File: config.mk
export PLATFORM = sky130hd
export DESIGN_NAME = jts16_load_cfg
export DESIGN_NICKNAME = d
export VERILOG_FILES = /design/src/rtl/jts16_load_pkg.sv /design/src/rtl/jts16_load_region.sv /design/src/rtl/jts16_load_cfg.sv
export SDC_FILE = /design/constraint.sdc
export NUM_CORES = 1
export LEC_CHECK = 0
export ABC_AREA = 1
export CORE_ASPECT_RATIO = 1.1
export CORE_MARGIN = 5
export CORE_UTILIZATION = 51
export CTS_CLUSTER_SIZE = 14
export DETAILED_ROUTE_END_ITERATION = 16
export GPL_TIMING_DRIVEN = 0
export PLACE_DENSITY = 0.86
export SYNTH_ARGS = -nofsm -noshare
export SYNTH_HDL_FRONTEND = slang
export SYNTH_SLANG_ARGS = --single-unit
File: constraint.sdc
create_clock -name clk -period 5.1 [get_ports clk]
set_clock_uncertainty 0.2 [all_clocks]
set_input_delay 0.51 -clock clk [delete_from_list [all_inputs] [get_ports clk]]
set_output_delay 0.51 -clock clk [all_outputs]
set_load 0.02 [all_outputs]
File: src/rtl/jts16_load_pkg.sv
// rtl/jts16_load_pkg.sv - shared types and constants for the S16 download loader
// State encoding, checksum width and a constant clog2 helper.
package jts16_load_pkg;

   typedef enum logic [1:0] {
      ST_IDLE = 2'd0,
      ST_LOAD = 2'd1,
      ST_EVAL = 2'd2,
      ST_DONE = 2'd3
   } ld_state_e;

   localparam int CHKW = 16;

   function automatic int clog2(input longint unsigned v);
      int r;
      r = 0;
      while ((64'd1 << r) < v) r++;
      return r;
   endfunction

endpackage

File: src/rtl/jts16_load_region.sv
// rtl/jts16_load_region.sv - one PROM/key window: match, offset, fill counter, done flag
// Optional byte checksum when JTS16_LDCHK_EN is defined.
module jts16_load_region
   import jts16_load_pkg::*;
#(
   parameter int            AW    = 25,
   parameter int            CW    = 9,
   parameter logic [AW-1:0] START = '0,
   parameter logic [AW-1:0] LEN   = AW'(256)
) (
   input  logic            clk,
   input  logic            rst_n,
   input  logic            clr_i,
   input  logic            we_i,
   input  logic [AW-1:0]   addr_i,
   input  logic [7:0]      data_i,
   output logic            match_o,
   output logic [AW-1:0]   offset_o,
   output logic            full_o,
   output logic            done_o,
   output logic [CHKW-1:0] chk_o
);

   localparam logic [CW-1:0] LEN_C = CW'(LEN);

   // Extra borrow bit folds the lower-bound compare into the subtraction.
   logic [AW:0]   diff;
   logic [CW-1:0] cnt_q, cnt_d;
   logic          done_q, done_d;

   assign diff     = {1'b0, addr_i} - {1'b0, START};
   assign match_o  = !diff[AW] && (diff[AW-1:0] < LEN);
   assign offset_o = diff[AW-1:0];
   assign full_o   = (cnt_q == LEN_C);
   assign done_o   = done_q;

   always_comb begin
      cnt_d  = cnt_q;
      done_d = done_q | full_o;
      if (we_i && !full_o) cnt_d = cnt_q + CW'(1);
      if (clr_i) begin
         cnt_d  = '0;
         done_d = 1'b0;
      end
   end

   always_ff @(posedge clk) begin
      if (!rst_n) begin
         cnt_q  <= '0;
         done_q <= 1'b0;
      end else begin
         cnt_q  <= cnt_d;
         done_q <= done_d;
      end
   end

`ifdef JTS16_LDCHK_EN
   logic [CHKW-1:0] chk_q;

   always_ff @(posedge clk) begin
      if (!rst_n || clr_i) chk_q <= '0;
      else if (we_i)       chk_q <= chk_q + CHKW'(data_i);
   end

   assign chk_o = chk_q;
`else
   logic unused_data;

   assign unused_data = ^data_i;
   assign chk_o       = '0;
`endif

endmodule

File: src/rtl/jts16_load_cfg.sv
// rtl/jts16_load_cfg.sv - download snooper: header bank capture and PROM/key window routing
// Define JTS16_LDCHK_EN to enable per-region byte checksums on reg_chk.
module jts16_load_cfg
   import jts16_load_pkg::*;
#(
   parameter int                    AW        = 25,
   parameter int                    REGIONS   = 4,
   parameter int                    HDR_BYTES = 16,
   parameter logic [REGIONS*AW-1:0] REG_START = {REGIONS{AW'(0)}},
   parameter logic [REGIONS*AW-1:0] REG_LEN   = {REGIONS{AW'(256)}}
) (
   input  logic                      clk,
   input  logic                      rst_n,
   input  logic                      downloading,
   input  logic                      header,
   input  logic                      prog_we,
   input  logic [AW-1:0]             prog_addr,
   input  logic [7:0]                prog_data,
   output logic [HDR_BYTES*8-1:0]    hdr_cfg,
   output logic [REGIONS-1:0]        reg_we,
   output logic [AW-1:0]             reg_addr,
   output logic [7:0]                reg_data,
   output logic [REGIONS-1:0]        reg_done,
   output logic [REGIONS-1:0]        reg_short,
   output logic                      load_done,
   output logic [REGIONS*CHKW-1:0]   reg_chk
);

   function automatic int max_len();
      int m = 1;
      for (int i = 0; i < REGIONS; i++)
         if (int'(REG_LEN[i*AW+:AW]) > m) m = int'(REG_LEN[i*AW+:AW]);
      return m;
   endfunction

   localparam int CW = clog2(max_len()) + 1;
   localparam int HB = clog2(HDR_BYTES);

   ld_state_e              state_q, state_d;
   logic                   dl_q, rise, load_start, accept, body_we, hdr_we, hit;
   logic [HB-1:0]          hdr_idx;
   logic [HDR_BYTES*8-1:0] hdr_q;
   logic [REGIONS-1:0]     we_q, short_q, match, full, sel;
   logic [AW-1:0]          addr_q, sel_off;
   logic [7:0]             data_q;
   logic                   ldone_q;
   logic [AW-1:0]          off [REGIONS];

   assign rise    = downloading && !dl_q;
   assign accept  = (state_q == ST_LOAD);
   assign body_we = accept && prog_we && !header;
   assign hdr_we  = accept && prog_we && header && ((prog_addr >> HB) == '0);
   assign hdr_idx = prog_addr[HB-1:0];

   always_comb begin
      state_d    = state_q;
      load_start = 1'b0;
      case (state_q)
         ST_IDLE, ST_DONE: if (rise) begin
            state_d    = ST_LOAD;
            load_start = 1'b1;
         end
         ST_LOAD: if (!downloading) state_d = ST_EVAL;
         ST_EVAL: state_d = ST_DONE;
         default: state_d = ST_IDLE;
      endcase
   end

   // Walk from the top so the lowest matching region wins.
   always_comb begin
      sel     = '0;
      sel_off = '0;
      hit     = 1'b0;
      for (int i = REGIONS-1; i >= 0; i--) begin
         if (match[i]) begin
            sel     = '0;
            sel[i]  = 1'b1;
            sel_off = off[i];
            hit     = 1'b1;
         end
      end
   end

   for (genvar g = 0; g < REGIONS; g++) begin : g_region
      jts16_load_region #(
         .AW    (AW),
         .CW    (CW),
         .START (REG_START[g*AW+:AW]),
         .LEN   (REG_LEN[g*AW+:AW])
      ) u_region (
         .clk      (clk),
         .rst_n    (rst_n),
         .clr_i    (load_start),
         .we_i     (body_we && sel[g]),
         .addr_i   (prog_addr),
         .data_i   (prog_data),
         .match_o  (match[g]),
         .offset_o (off[g]),
         .full_o   (full[g]),
         .done_o   (reg_done[g]),
         .chk_o    (reg_chk[g*CHKW+:CHKW])
      );
   end

   always_ff @(posedge clk) begin
      if (!rst_n) begin
         state_q <= ST_IDLE;
         dl_q    <= downloading;
         hdr_q   <= '0;
         we_q    <= '0;
         addr_q  <= '0;
         data_q  <= '0;
         short_q <= '0;
         ldone_q <= 1'b0;
      end else begin
         state_q <= state_d;
         dl_q    <= downloading;
         we_q    <= body_we ? sel : '0;
         if (body_we && hit) begin
            addr_q <= sel_off;
            data_q <= prog_data;
         end
         if (load_start) begin
            hdr_q   <= '0;
            short_q <= '0;
            ldone_q <= 1'b0;
         end else begin
            if (hdr_we) hdr_q[hdr_idx*8 +: 8] <= prog_data;
            // full covers a region completed by a write in the falling cycle.
            if (state_q == ST_EVAL) begin
               short_q <= ~(reg_done | full);
               ldone_q <= 1'b1;
            end
         end
      end
   end

   assign hdr_cfg   = hdr_q;
   assign reg_we    = we_q;
   assign reg_addr  = addr_q;
   assign reg_data  = data_q;
   assign reg_short = short_q;
   assign load_done = ldone_q;

endmodule

# Yosys cells after proc, flatten, opt, wreduce, memory -nomap -nowiden
# Index checks and enable logic that the tools add are counted.
# totals
register_bits,213
inputBits,38
out_inout_bits,238
# op_classes
n_addsub,5
order_cmp,1
n_eq_ne,9
shifts,2
muxes,9
bitwise_logic,7
reduce_logical,26
# ops
cell,count
128-bit bitwise mux,1
8-bit by 34-bit variable shift with 128-bit output (first input constant),1
8-bit by 34-bit variable part select with 128-bit output,1
9-bit by 1-bit adder with 9-bit output (second input constant),4
9-bit equality test (second input constant),4
7-bit negator with 34-bit output,1
25-bit logical NOT,1
25-bit by 9-bit < comparator with 1-bit output (second input constant),1
25-bit two-way mux,1
1-bit logical AND,11
1-bit logical NOT,6
2-bit one-hot mux with 3 select lines,1
2-bit equality test (second input constant),2
1-bit two-way mux,4
2-bit two-way mux,2
2-bit != test (second input constant),2
4-bit NOT,1
1-bit bitwise OR,4
4-bit bitwise OR,1
2-bit AND reduction,2
2-bit OR reduction,2
1-bit logical AND (second input constant),3
2-bit by 1-bit equality test with 1-bit output (second input constant),1
2-bit logical NOT,1
1-bit NOT,1

# Depth between registers and ports, before layout
# Gate-level depths: netlist of the first run.
# logic_depth
ltp_word,5
ltp_mapped,16
ltp_nobuf,13

# Modules after synthesis
# Synthesis of the first run repeated with hierarchy kept, for this count alone.
# unflattened
cells_unflattened,1831
hier_area_um2,12130.4
# by_module_without_submodules
module,instances,cells_each,area_each_um2
jts16_load_cfg,1,1267,8396.8
jts16_load_region,4,141,933.4

# Worst setup path before layout of the first run
# Ideal clock, no wire load.
# synth_timing
kind,input-to-reg
start,input port prog_addr[0]
end,"register hdr_q[64], in the netlist hdr_cfg[64]"
setup_ps,132
arrival_ps,2264
required_time_ps,4768
path_slack_ps,2504
cell_stages,11
path_cell_list,inv_2 buf_2 buf_2 ha_1 buf_2 inv_2 nand4_1 nor2_2 nand3_1 nand2_1 a21oi_1
# synth_between
elab_chain_len,3
# synth_lines
item,line,text
start: declaration,jts16_load_cfg.sv:17,"input logic [AW-1:0] prog_addr,"
7-bit negator with 34-bit output (*),jts16_load_cfg.sv:128,if (hdr_we) hdr_q[hdr_idx*8 +: 8] <= prog_data;
8-bit by 34-bit variable part select with 128-bit output / 8-bit by 34-bit variable shift with 128-bit output (equally long branches),jts16_load_cfg.sv:128,
128-bit bitwise mux (*),jts16_load_cfg.sv:128,
end signal: indexed assignment,jts16_load_cfg.sv:128,
end: declaration,jts16_load_cfg.sv:42,logic [HDR_BYTES*8-1:0] hdr_q;
# Mark *: on every way between the ends. The rest lies on a longest branch, timed or not.
# A chain may end at the register's enable or synchronous reset.

# Worst setup path after layout of the first run
# layout_timing
start,input port prog_addr[0]
end,"register hdr_q[124], in the netlist hdr_cfg[124]"
# The elaborated chain is that of the path after synthesis.

==> results of run 1 <==
==> worst max-delay path, cell delays in order <==
cell,delay [ps]
sky130_fd_sc_hd__clkdlybuf4s50_1,480
sky130_fd_sc_hd__inv_2,140
sky130_fd_sc_hd__buf_2,220
sky130_fd_sc_hd__buf_2,260
sky130_fd_sc_hd__ha_1,260
sky130_fd_sc_hd__buf_2,190
sky130_fd_sc_hd__clkbuf_1,230
sky130_fd_sc_hd__nor3_1,770
sky130_fd_sc_hd__nand3_1,150
sky130_fd_sc_hd__nor2_1,150
sky130_fd_sc_hd__nand4_1,130
sky130_fd_sc_hd__a21oi_1,170
==> worst paths after layout <==
path	from	end	slack, ps	cells after the start
worst min register to register	reg_addr[14]	reg_addr[14]	250	2
worst max-delay path	prog_addr[0]	hdr_cfg[124]	1600	12
worst max register to register	state_q[0]	hdr_cfg[101]	2450	9
worst min-delay path	reg_addr[14]	reg_addr[14]	250	2
==> layer usage <==
metal  up-vias  wire (µm)  track usage, %
li1       4607          -               -
met1      4189      11150           32.59
met2       493      13410           45.66
met3        81       2728           7.389
met4         0        978           10.89
met5         -          0               0
==> cell usage after synthesis, drive strengths merged <==
| cell type | number | area (µm²) |
|---|---|---|
| a211oi | 1 | 7.510 |
| a21oi | 83 | 426.7 |
| buf | 116 | 789.5 |
| clkbuf | 30 | 113.9 |
| conb | 1 | 3.750 |
| dfxtp | 177 | 3543 |
| ha | 6 | 75.07 |
| inv | 141 | 529.3 |
| nand2 | 226 | 855.8 |
| nand3 | 123 | 710.7 |
| nand3b | 12 | 90.09 |
| nand4 | 60 | 387.9 |
| nor2 | 249 | 1008 |
| nor3 | 44 | 235.2 |
| nor4 | 3 | 18.77 |
| o21a | 2 | 15.01 |
| o21ai | 24 | 120.1 |
| o22ai | 1 | 6.260 |
| xor2 | 3 | 26.28 |
==> area by class of cell <==
cell class                 instances  area (µm²)  share of cell area, %
multi-input combinational        907        4247                  34.92
sequential                       177        3543                  29.14
timing repair buffer             204        2042                  16.79
buffer                           146       903.4                  7.429
inverter                         141       529.3                  4.352
clock buffer                      20       446.7                  3.673
tap                              234       292.8                  2.408
clock inverter                    12       156.4                  1.286
==> power by group through the flow <==
| stage | clock (mW) | combinational (mW) | sequential (mW) |
|---|---|---|---|
| 3_3_place_gp | 0 | 0.479 | 1.43 |
| 6_report | 1.34 | 0.501 | 1.40 |
| 4_1_cts | 1.36 | 0.490 | 1.40 |
| 5_1_grt | 1.41 | 0.541 | 1.40 |
| 2_1_floorplan | 0 | 0.339 | 1.44 |
| 3_5_place_dp | 0 | 0.486 | 1.43 |
==> sequential cells by signal (all words and copies together), names as in the netlist <==
name                      cells
g_region.u_region.cnt_q       9
g_region.u_region.done_o      1
hdr_cfg                     128
reg_data                      8
reg_we                        1
dl_q                          1
state_q                       2
reg_short                     2
reg_addr                     25
==> per-stage QoR <==
stage	worst slack [ps]	hold WS [ps]	instances	total power [mW]	utilization [%]
finish	1595	247.2	1841	3.248	70.94
global placement	1340	232.3	1809	1.912	67.42
global route	1516	275.2	1841	3.354	70.94
CTS	1780	245.5	1841	3.249	70.94
detailed placement	1340	239.3	1809	1.920	67.42
floorplan	2504	245.3	1371	1.775	-
==> logic make-up (layout without fill, tap and decap cells) <==
family                     Yosys count  count (layout)  share of synthesized area, %
other                                1              70                       0.04184
AOI/OAI and AO/OA                  111             111                         6.421
DFF                                177             177                         39.53
adders and majority gates            6               6                        0.8375
xor gates and xnor gates             3               3                        0.2932
and+or+nand+nor                    717             717                         36.89
buffers and inverters              287             523                         15.98
==> qor.tcl, run 1 <==
set qor(outcome) {complete, no violations}
set qor(yosys_register_bits) 177
set qor(p_leak_nw) 5.455
set qor(worstMarginPinSlew_ps) 920.5
set qor(num-fill-cells) 1399
set qor(critical_path_arrival_ps) 3660
set qor(die_y_um) 149.0
set qor(gr-total-overflow) 0
set qor(net-switching-power_uw) 907.4
set qor(area_post_placement_mm2) 0.01156
set qor(worst_setup_hold_path_clk_slew_ps) 70
set qor(switching_share_pct) 27.93
set qor(rows) 50
set qor(power_frac_comb_pct) 15.4
set qor(slew_viol_final) 0
set qor(most-common-layout-cells) {sky130_fd_sc_hd__nor2_1 (233), sky130_fd_sc_hd__nand2_1 (225), sky130_fd_sc_hd__clkdlybuf4s50_1 (204)}
set qor(first_pass_grt_wire_length_um) 43860
set qor(drv.max_cap_violation_count) 0
set qor(critPathMaxFanout) 10
set qor(pin_count) 276
set qor(yosys.cell_types.count) 33
set qor(p_per_area_mw_per_mm2) 267.1
set qor(per_cell_via_count_in_the_routed_design) 5.090
set qor(hpwlAfterDp_um) 21650
set qor(drc_errors) 0
set qor(antenna_found_initial) 0
set qor(totalNegativeSetupSlack_ps) 0
set qor(cts-resized-gates) 0
set qor(setup_cp_type) {input pin to flip-flop}
set qor(most_common_cell_after_layout_fill_and_taps_aside) {sky130_fd_sc_hd__nor2_1}
set qor(postSynthCellCount) 1302
set qor(dr.first_iter.drc_count) 1031
set qor(cts_inserted_buffers) 17
set qor(layout-drive-gt1-share_pct) 11.01
set qor(cts_hold_repair.buffers) 0
set qor(post_drt_wl_per_cell_um) 15.36
set qor(area_delta_synth_final_pct) 35.66
set qor(dr_total_vias) 9370
set qor(worstSkewPairLatency_ps) 420
set qor(tritoncts) {done}
set qor(max_slew_margin_pct) 38.16
set qor(num_antenna_cells) 0
set qor(share_clk_of_total_power_pct) 41.4
set qor(yosysSeqAreaShare_pct) 39.53
set qor(first_global_vias) 8819
set qor(cts_max_level) 4
set qor(synth.cell_area_mm2) 0.008964
set qor(hold_violations) 0
set qor(grt.total_usage_pct) 27.07
set qor(place.port_buffers) 204
set qor(die_footprint_mm2) 0.02033
set qor(die_w_um) 136.4
set qor(gp_routability_congestion) 0.9774
set qor(number_of_warnings_issued_by_yosys) 0
set qor(post-cts-setup-buffer-count) 0
set qor(core_area_mm2) 0.01714
set qor(min_period_over_period_pct) 68.72
set qor(antenna_left) 0
set qor(cts.sinks) 177
set qor(detailedRoute.firstPassIterationCount) 6
set qor(synth_area_per_cell_um2) 6.884
set qor(cp-end-kind) {flip-flop}
set qor(internal-power_mw) 2.341
set qor(cts-root-to-sink-buffers) 2
set qor(setup_repair_after_global_routing_missed_its_margin) {false}
set qor(worstPathRequired_ps) 5260
set qor(floorplan.initialDensity_pct) 52.29
set qor(seq_power_share_pct) 43.2
set qor(detailed_route_wire_length_um) 28270
set qor(clk_root_buffer_cell) {sky130_fd_sc_hd__clkbuf_16}
set qor(min_path_type) {flip-flop to flip-flop}
set qor(layout.nets) 1638
set qor(finalSetupViolCount) 0
set qor(achievable-frequency_ghz) 0.2853
set qor(grt_start_max_net_pins) 17
set qor(final_cell_area_mm2) 0.01216
set qor(startpoint_type) {input pin}
set qor(worst_ir_drop_vdd_v) 0.0002529
set qor(post_route_minimum_period_ps) 3505
(Power assumes the default switching activity.)
==> run 2: changes to the inputs <==
Settings changed: CORE_UTILIZATION 51 to 43, PLACE_DENSITY 0.86 to 0.77.
Clock period 5.1 ns to 3 ns, I/O delays scaled along.
==> run 2 against run 1 <==
Clock power is 64% higher. Count of clock-buffer cells in the layout is the same. Routed wire length up 1.4%. Sequential power increased by 70%. Die area up 17%. Critical path type unchanged. Combinational power up 77%. Critical path depth down 1. Hold slack got worse by 190 ps. Cell area rose by 1.6%. Highest routed layer unchanged.
==> qor.tcl, run 2 (synthesis gave the netlist of run 1 again) <==
set qor(min_path_type) {input pin to flip-flop}
set qor(drv.max_cap_violation_count) 0 ;# unchanged
set qor(die_w_um) 147.7 ;# +8.3%
set qor(multi_input_area_mm2) 0.004393 ;# +3.4%
set qor(critPathMaxFanout) 10 ;# unchanged
set qor(worstMarginPinSlew_ps) 737.8 ;# -182.7 ps
set qor(critical_path_arrival_ps) 3000 ;# -660 ps
set qor(pin_count) 276 ;# unchanged
set qor(outcome) {complete, no violations}
set qor(detailedRoute.firstPassIterationCount) 6 ;# unchanged
set qor(first_pass_grt_wire_length_um) 45240 ;# +3.1%
set qor(rows) 55 ;# +10%
set qor(detailed_route_wire_length_um) 28660 ;# +1.4%
set qor(per_cell_via_count_in_the_routed_design) 4.906 ;# -3.6%
set qor(seq_area_mm2) 0.003543 ;# unchanged
set qor(cts_inserted_buffers) 17 ;# unchanged
set qor(finalSetupViolCount) 0 ;# unchanged
set qor(cts-root-to-sink-buffers) 2 ;# unchanged
set qor(post_route_minimum_period_ps) 2842
set qor(p_leak_nw) 5.493 ;# +0.69%
set qor(hold_violations) 0 ;# unchanged
set qor(place.port_buffers) 204 ;# unchanged
set qor(worst_setup_hold_path_clk_slew_ps) 70 ;# about the same
set qor(first_global_vias) 8582 ;# -2.7%
set qor(floorplan.initialDensity_pct) 43.56 ;# -8.7 points
set qor(worstPathRequired_ps) 3160 ;# -2100 ps
set qor(antenna_found_initial) 0 ;# unchanged
set qor(min_period_over_period_pct) 94.74
set qor(core_area_mm2) 0.02058 ;# +20%
set qor(worstSkewPairLatency_ps) 430 ;# about the same
set qor(dr.first_iter.drc_count) 836 ;# -19%
set qor(cts_max_level) 4 ;# unchanged
set qor(cpLargestDelayFamily) {buffers and inverters}
set qor(layout-drive-gt1-share_pct) 12.67 ;# +1.7 points
set qor(most-common-layout-cells) {sky130_fd_sc_hd__nor2_1 (230), sky130_fd_sc_hd__nand2_1 (225), sky130_fd_sc_hd__clkdlybuf4s50_1 (204)}
set qor(drc_errors) 0 ;# unchanged
set qor(path_cells) {clkdlybuf4s50_1, inv_2, buf_4, buf_6, ha_2, inv_2, nor3_1, nand3_1, nor2_1, nand4_1, a21oi_1}
set qor(final_cell_area_mm2) 0.01235 ;# +1.6%
set qor(p_per_area_mw_per_mm2) 442.8 ;# +66%
set qor(layout.nets) 1641 ;# +0.18%
set qor(cp-end-kind) {flip-flop}
set qor(tritoncts) {done}
set qor(setup_repair_after_global_routing_missed_its_margin) {false}
set qor(most_common_cell_after_layout_fill_and_taps_aside) {sky130_fd_sc_hd__nor2_1}
set qor(critical_path_buf_inv_count) 5 ;# -1
set qor(achievable-frequency_ghz) 0.3519
set qor(num_antenna_cells) 0 ;# unchanged
set qor(grt_start_max_net_pins) 17 ;# unchanged
set qor(slew_viol_final) 0 ;# unchanged
set qor(startpoint_type) {input pin}
set qor(area_delta_synth_final_pct) 37.81
set qor(gp_routability_congestion) 0.9734 ;# -0.41%
set qor(num-fill-cells) 1915 ;# +37%
set qor(cp_slowest_cell) {sky130_fd_sc_hd__clkdlybuf4s50_1}
set qor(post_drt_wl_per_cell_um) 15.36 ;# about the same
set qor(flip_flop_count_of_the_largest_register_after_layout) 128 ;# unchanged
set qor(timing.hold.ws_ps) 56.41 ;# -190.8 ps
set qor(hpwlAfterDp_um) 22470 ;# +3.8%
set qor(clk_root_buffer_cell) {sky130_fd_sc_hd__clkbuf_16}
set qor(die_y_um) 161.4 ;# +8.3%
set qor(critPathMaxStageDelay_ps) 530 ;# -240 ps
set qor(grt.total_usage_pct) 23.63 ;# -3.4 points
set qor(worst_ir_drop_vdd_v) 0.0003698 ;# +46%
set qor(dr_total_vias) 9155 ;# -2.3%
set qor(die_footprint_mm2) 0.02384 ;# +17%
set qor(gr-total-overflow) 0 ;# unchanged
set qor(cts.sinks) 177 ;# unchanged
set qor(cts_hold_repair.buffers) 0 ;# unchanged
set qor(setup_cp_type) {input pin to flip-flop}
set qor(area_post_placement_mm2) 0.01158 ;# +0.24%
set qor(antenna_left) 0 ;# unchanged
set qor(max_slew_margin_pct) 50.81 ;# +13 points
set qor(cpMostUsedCell) {sky130_fd_sc_hd__inv_2}
==> run 2: changes by cell type in the layout (fill, tap and decap cells not counted), sizes merged <==
cell,previous run,this run
bufinv,3,1
clkbuf,50,53
clkinvlp,1,3
inv,144,147
clkinv,5,2
==> run 2: repair_timing <==
action	CTS	global route
gates resized for setup	0	42
pin swaps	0	5
buffers inserted	0	5
endpoints found under the setup margin	8	65
==> run 2: final timing paths <==
path | start | end | slack [ps] | cells after the start
max | prog_addr[0] | hdr_cfg[42] | 160 | 11
min | rst_n | reg_data[1] | 60 | 3
max reg2reg | state_q[0] | hdr_cfg[5] | 330 | 9
min reg2reg | reg_addr[14] | reg_addr[14] | 240 | 2
==> run 2: final cells by class <==
type / instances / share of cell area, %
multi-input combinational: 907 / 35.56
tap: 256 / 2.593
timing repair buffer: 209 / 16.83
buffer: 144 / 7.364
clock inverter: 12 / 0.9825
sequential: 177 / 28.68
inverter: 141 / 4.284
clock buffer: 20 / 3.697
==> run 2: routing by layer <==
layer,part of all wire [%],routed length [µm],track usage [%],up-vias
li1,-,-,-,4618
met1,42,11970,29.94,4121
met2,48,13630,39.39,367
met3,8.4,2406,6.538,49
met4,2.3,653,6.949,0
met5,0,0,0,-
==> run 2: report_power, final <==
group	internal [mW]	total (mW)	switching, mW
clock network	1.21	2.20	0.993
logic	0.284	0.886	0.602
registers	2.37	2.38	0.0152
total	3.86	5.47	1.61
==> run 2: worst min-delay path: stages <==
cell and delay, ps:
sky130_fd_sc_hd__clkbuf_1 170, sky130_fd_sc_hd__o21ai_0 120, sky130_fd_sc_hd__a21oi_1 40
==> run 2: per-stage QoR <==
step	std cells	utilization [%]	worst slack (ps)	setup TNS [ps]	power [mW]
after floorplan	1371	-	613.5	0	3.018
after global placement	1831	56.30	-671.7	-28260	3.267
after detailed placement	1831	56.30	-652.7	-29170	3.275
after CTS	1863	59.11	-216.7	-879.0	5.454
after global routing	1866	60.04	20.05	0	5.683
final	1866	60.04	157.9	0	5.470
==> run 3: changes to the inputs <==
Settings changed: CORE_ASPECT_RATIO 1.1 to default.
==> run 3 against run 2 <==
Sequential share of layout area decreased by 0.18 points. Critical path depth up 2. Worst setup slack worse by 34 ps. Combinational power barely moved. Largest power group is now clock.
==> qor.tcl, run 3 (synthesis gave the netlist of run 1 again) <==
set qor(num-fill-cells) 1912 ;# -0.16%
set qor(die_w_um) 154.4 ;# +4.6%
set qor(setup_cp_type) {input pin to flip-flop}
set qor(first_pass_grt_wire_length_um) 45090 ;# -0.32%
set qor(dr_total_vias) 9232 ;# +0.84%
set qor(min_path_type) {input pin to flip-flop}
set qor(pin_count) 276 ;# unchanged
set qor(worstPathRequired_ps) 3160 ;# about the same
set qor(dp.cells) 1845 ;# +0.76%
set qor(hpwlAfterDp_um) 22480 ;# about the same
set qor(die_y_um) 154.4 ;# -4.4%
set qor(cts.sinks) 177 ;# unchanged
set qor(cts-root-to-sink-buffers) 2 ;# unchanged
set qor(cts_inserted_buffers) 17 ;# unchanged
set qor(layout.nets) 1641 ;# unchanged
set qor(min_period_over_period_pct) 95.88 ;# +1.1 points
set qor(most-common-layout-cells) {sky130_fd_sc_hd__nor2_1 (230), sky130_fd_sc_hd__nand2_1 (225), sky130_fd_sc_hd__clkdlybuf4s50_1 (204)}
set qor(post_route_minimum_period_ps) 2876 ;# +34.33 ps
set qor(timing.hold.ws_ps) 62.22 ;# +5.812 ps
set qor(detailed_route_wire_length_um) 28910 ;# +0.88%
set qor(cpMostUsedCell) {sky130_fd_sc_hd__buf_4}
set qor(layout-drive-gt1-share_pct) 12.74 ;# +0.070 points
set qor(antenna_left) 0 ;# unchanged
set qor(dr.first_iter.drc_count) 816 ;# -2.4%
set qor(report.power.total_mw) 5.702 ;# +4.3%
set qor(finalSetupViolCount) 0 ;# unchanged
set qor(multi_input_area_mm2) 0.004393 ;# unchanged
set qor(worst_ir_drop_vdd_v) 0.0003034 ;# -18%
set qor(drc_errors) 0 ;# unchanged
set qor(flip_flop_count_of_the_largest_register_after_layout) 128 ;# unchanged
set qor(highest-signal-layer) {met4}
set qor(critPathMaxFanout) 10 ;# unchanged
set qor(p_per_area_mw_per_mm2) 458.7 ;# +3.6%
set qor(max_slew_margin_pct) 58.95 ;# +8.1 points
set qor(worstMarginPinSlew_ps) 615.8 ;# -122.1 ps
set qor(dr_wl_met3_um) 2353 ;# -2.2%
set qor(grt_start_max_net_pins) 17 ;# unchanged
set qor(critical_path_arrival_ps) 3040 ;# +40 ps
set qor(clk_root_buffer_cell) {sky130_fd_sc_hd__clkbuf_16}
set qor(wl_met2_um) 13350 ;# -2.1%
set qor(cts_max_level) 4 ;# unchanged
set qor(tritoncts) {done}
set qor(path_cells) {clkdlybuf4s50_1, inv_2, buf_4, buf_6, ha_2, nand2_1, nand2_4, buf_4, buf_2, nand4_1, nor3_2, nand3_1, a21oi_1}
set qor(p_leak_nw) 5.524 ;# +0.56%
set qor(critPathMaxStageDelay_ps) 500 ;# -30 ps
set qor(antenna_found_initial) 0 ;# unchanged
set qor(post_drt_wl_per_cell_um) 15.39 ;# +0.18%
set qor(most_common_cell_after_layout_fill_and_taps_aside) {sky130_fd_sc_hd__nor2_1}
set qor(cpLargestDelayFamily) {buffers and inverters}
set qor(final_cell_count_no_fill) 1879 ;# +0.70%
set qor(die_footprint_mm2) 0.02383 ;# about the same
set qor(wl_met1_um) 12400 ;# +3.6%
set qor(setup_repair_after_global_routing_missed_its_margin) {false}
set qor(critical_path_buf_inv_count) 6 ;# +1
set qor(worstSkewPairLatency_ps) 430 ;# about the same
set qor(drv.max_cap_violation_count) 0 ;# unchanged
set qor(floorplan.initialDensity_pct) 44.02 ;# +0.45 points
set qor(worst_setup_hold_path_clk_slew_ps) 60 ;# about the same
set qor(area_delta_synth_final_pct) 38.68
set qor(place.port_buffers) 204 ;# unchanged
set qor(num_antenna_cells) 0 ;# unchanged
set qor(gr-total-overflow) 0 ;# unchanged
set qor(detailedRoute.firstPassIterationCount) 5 ;# -1
set qor(cp-end-kind) {flip-flop}
set qor(seq_area_mm2) 0.003543 ;# unchanged
set qor(gp_routability_congestion) 0.9730 ;# about the same
set qor(startpoint_type) {input pin}
set qor(per_cell_via_count_in_the_routed_design) 4.913 ;# +0.14%
set qor(cp_slowest_cell) {sky130_fd_sc_hd__clkdlybuf4s50_1}
set qor(outcome) {complete, no violations}
set qor(achievable-frequency_ghz) 0.3477 ;# -1.2%
set qor(core_area_mm2) 0.02036 ;# -1.0%
set qor(rows) 52 ;# -5.5%
set qor(grt.total_usage_pct) 23.32 ;# -0.31 points
set qor(slew_viol_final) 0 ;# unchanged
set qor(hold_violations) 0 ;# unchanged
set qor(first_global_vias) 8633 ;# +0.59%
[run 3: cell count changes in the layout (fill, tap and decap cells not counted), sizes merged]
cell      delta
buf          +2
inv          -3
clkbuf       -2
clkinvlp     -1
bufinv       +3
[run 3: path summary, 6_finish.rpt]
| kind | startpoint | end | depth (start not counted) | slack (ps) |
|---|---|---|---|---|
| setup / recovery | prog_addr[0] | hdr_cfg[52] | 13 | 120 |
| hold / removal | rst_n | reg_data[0] | 3 | 60 |
| setup reg to reg | state_q[0] | hdr_cfg[3] | 9 | 430 |
| hold reg to reg | reg_addr[14] | reg_addr[14] | 2 | 240 |
[run 3: what timing repair did]
item	CTS	global route
buffers inserted	0	4
resized for setup	1	40
hold buffers	0	0
setup endpoints to repair	6	60
pin swaps	0	3
[run 3: per-layer routing]
| layer | GRT usage (%) | vias up |
|---|---|---|
| met5 | 0 | - |
| met4 | 7.990 | 0 |
| met3 | 5.700 | 60 |
| met2 | 38.04 | 388 |
| met1 | 30.27 | 4166 |
| li1 | - | 4618 |
[run 3: area by class of cell]
cell class,count,area share (%)
clock buffers,20,3.754
flip-flops and latches,177,28.51
clock inverters,11,1.409
plain buffers,145,7.348
multi-input cells,907,35.34
repair buffers,208,16.67
inverters,141,4.258
well taps,270,2.718
[run 3: power by group]
group	internal, mW	switching (mW)
combinational	0.284	0.600
sequential	2.37	0.0158
clock	1.46	0.970
[run 3: tightest hold or removal path, stage by stage]
cell and delay [ps]:
sky130_fd_sc_hd__clkbuf_1 180, sky130_fd_sc_hd__o21ai_0 120, sky130_fd_sc_hd__a21oi_1 50
[run 3: stage by stage]
stage	setup TNS, ps	util, %	area [µm²]	setup slack (ps)
after floorplan	0	-	9223	613.5
after global placement	-25740	56.97	11600	-616.0
after detailed placement	-28310	56.97	11600	-614.4
after CTS	-648.0	60.13	12250	-187.4
after global routing	0	61.04	12430	25.61
final	0	61.04	12430	123.6
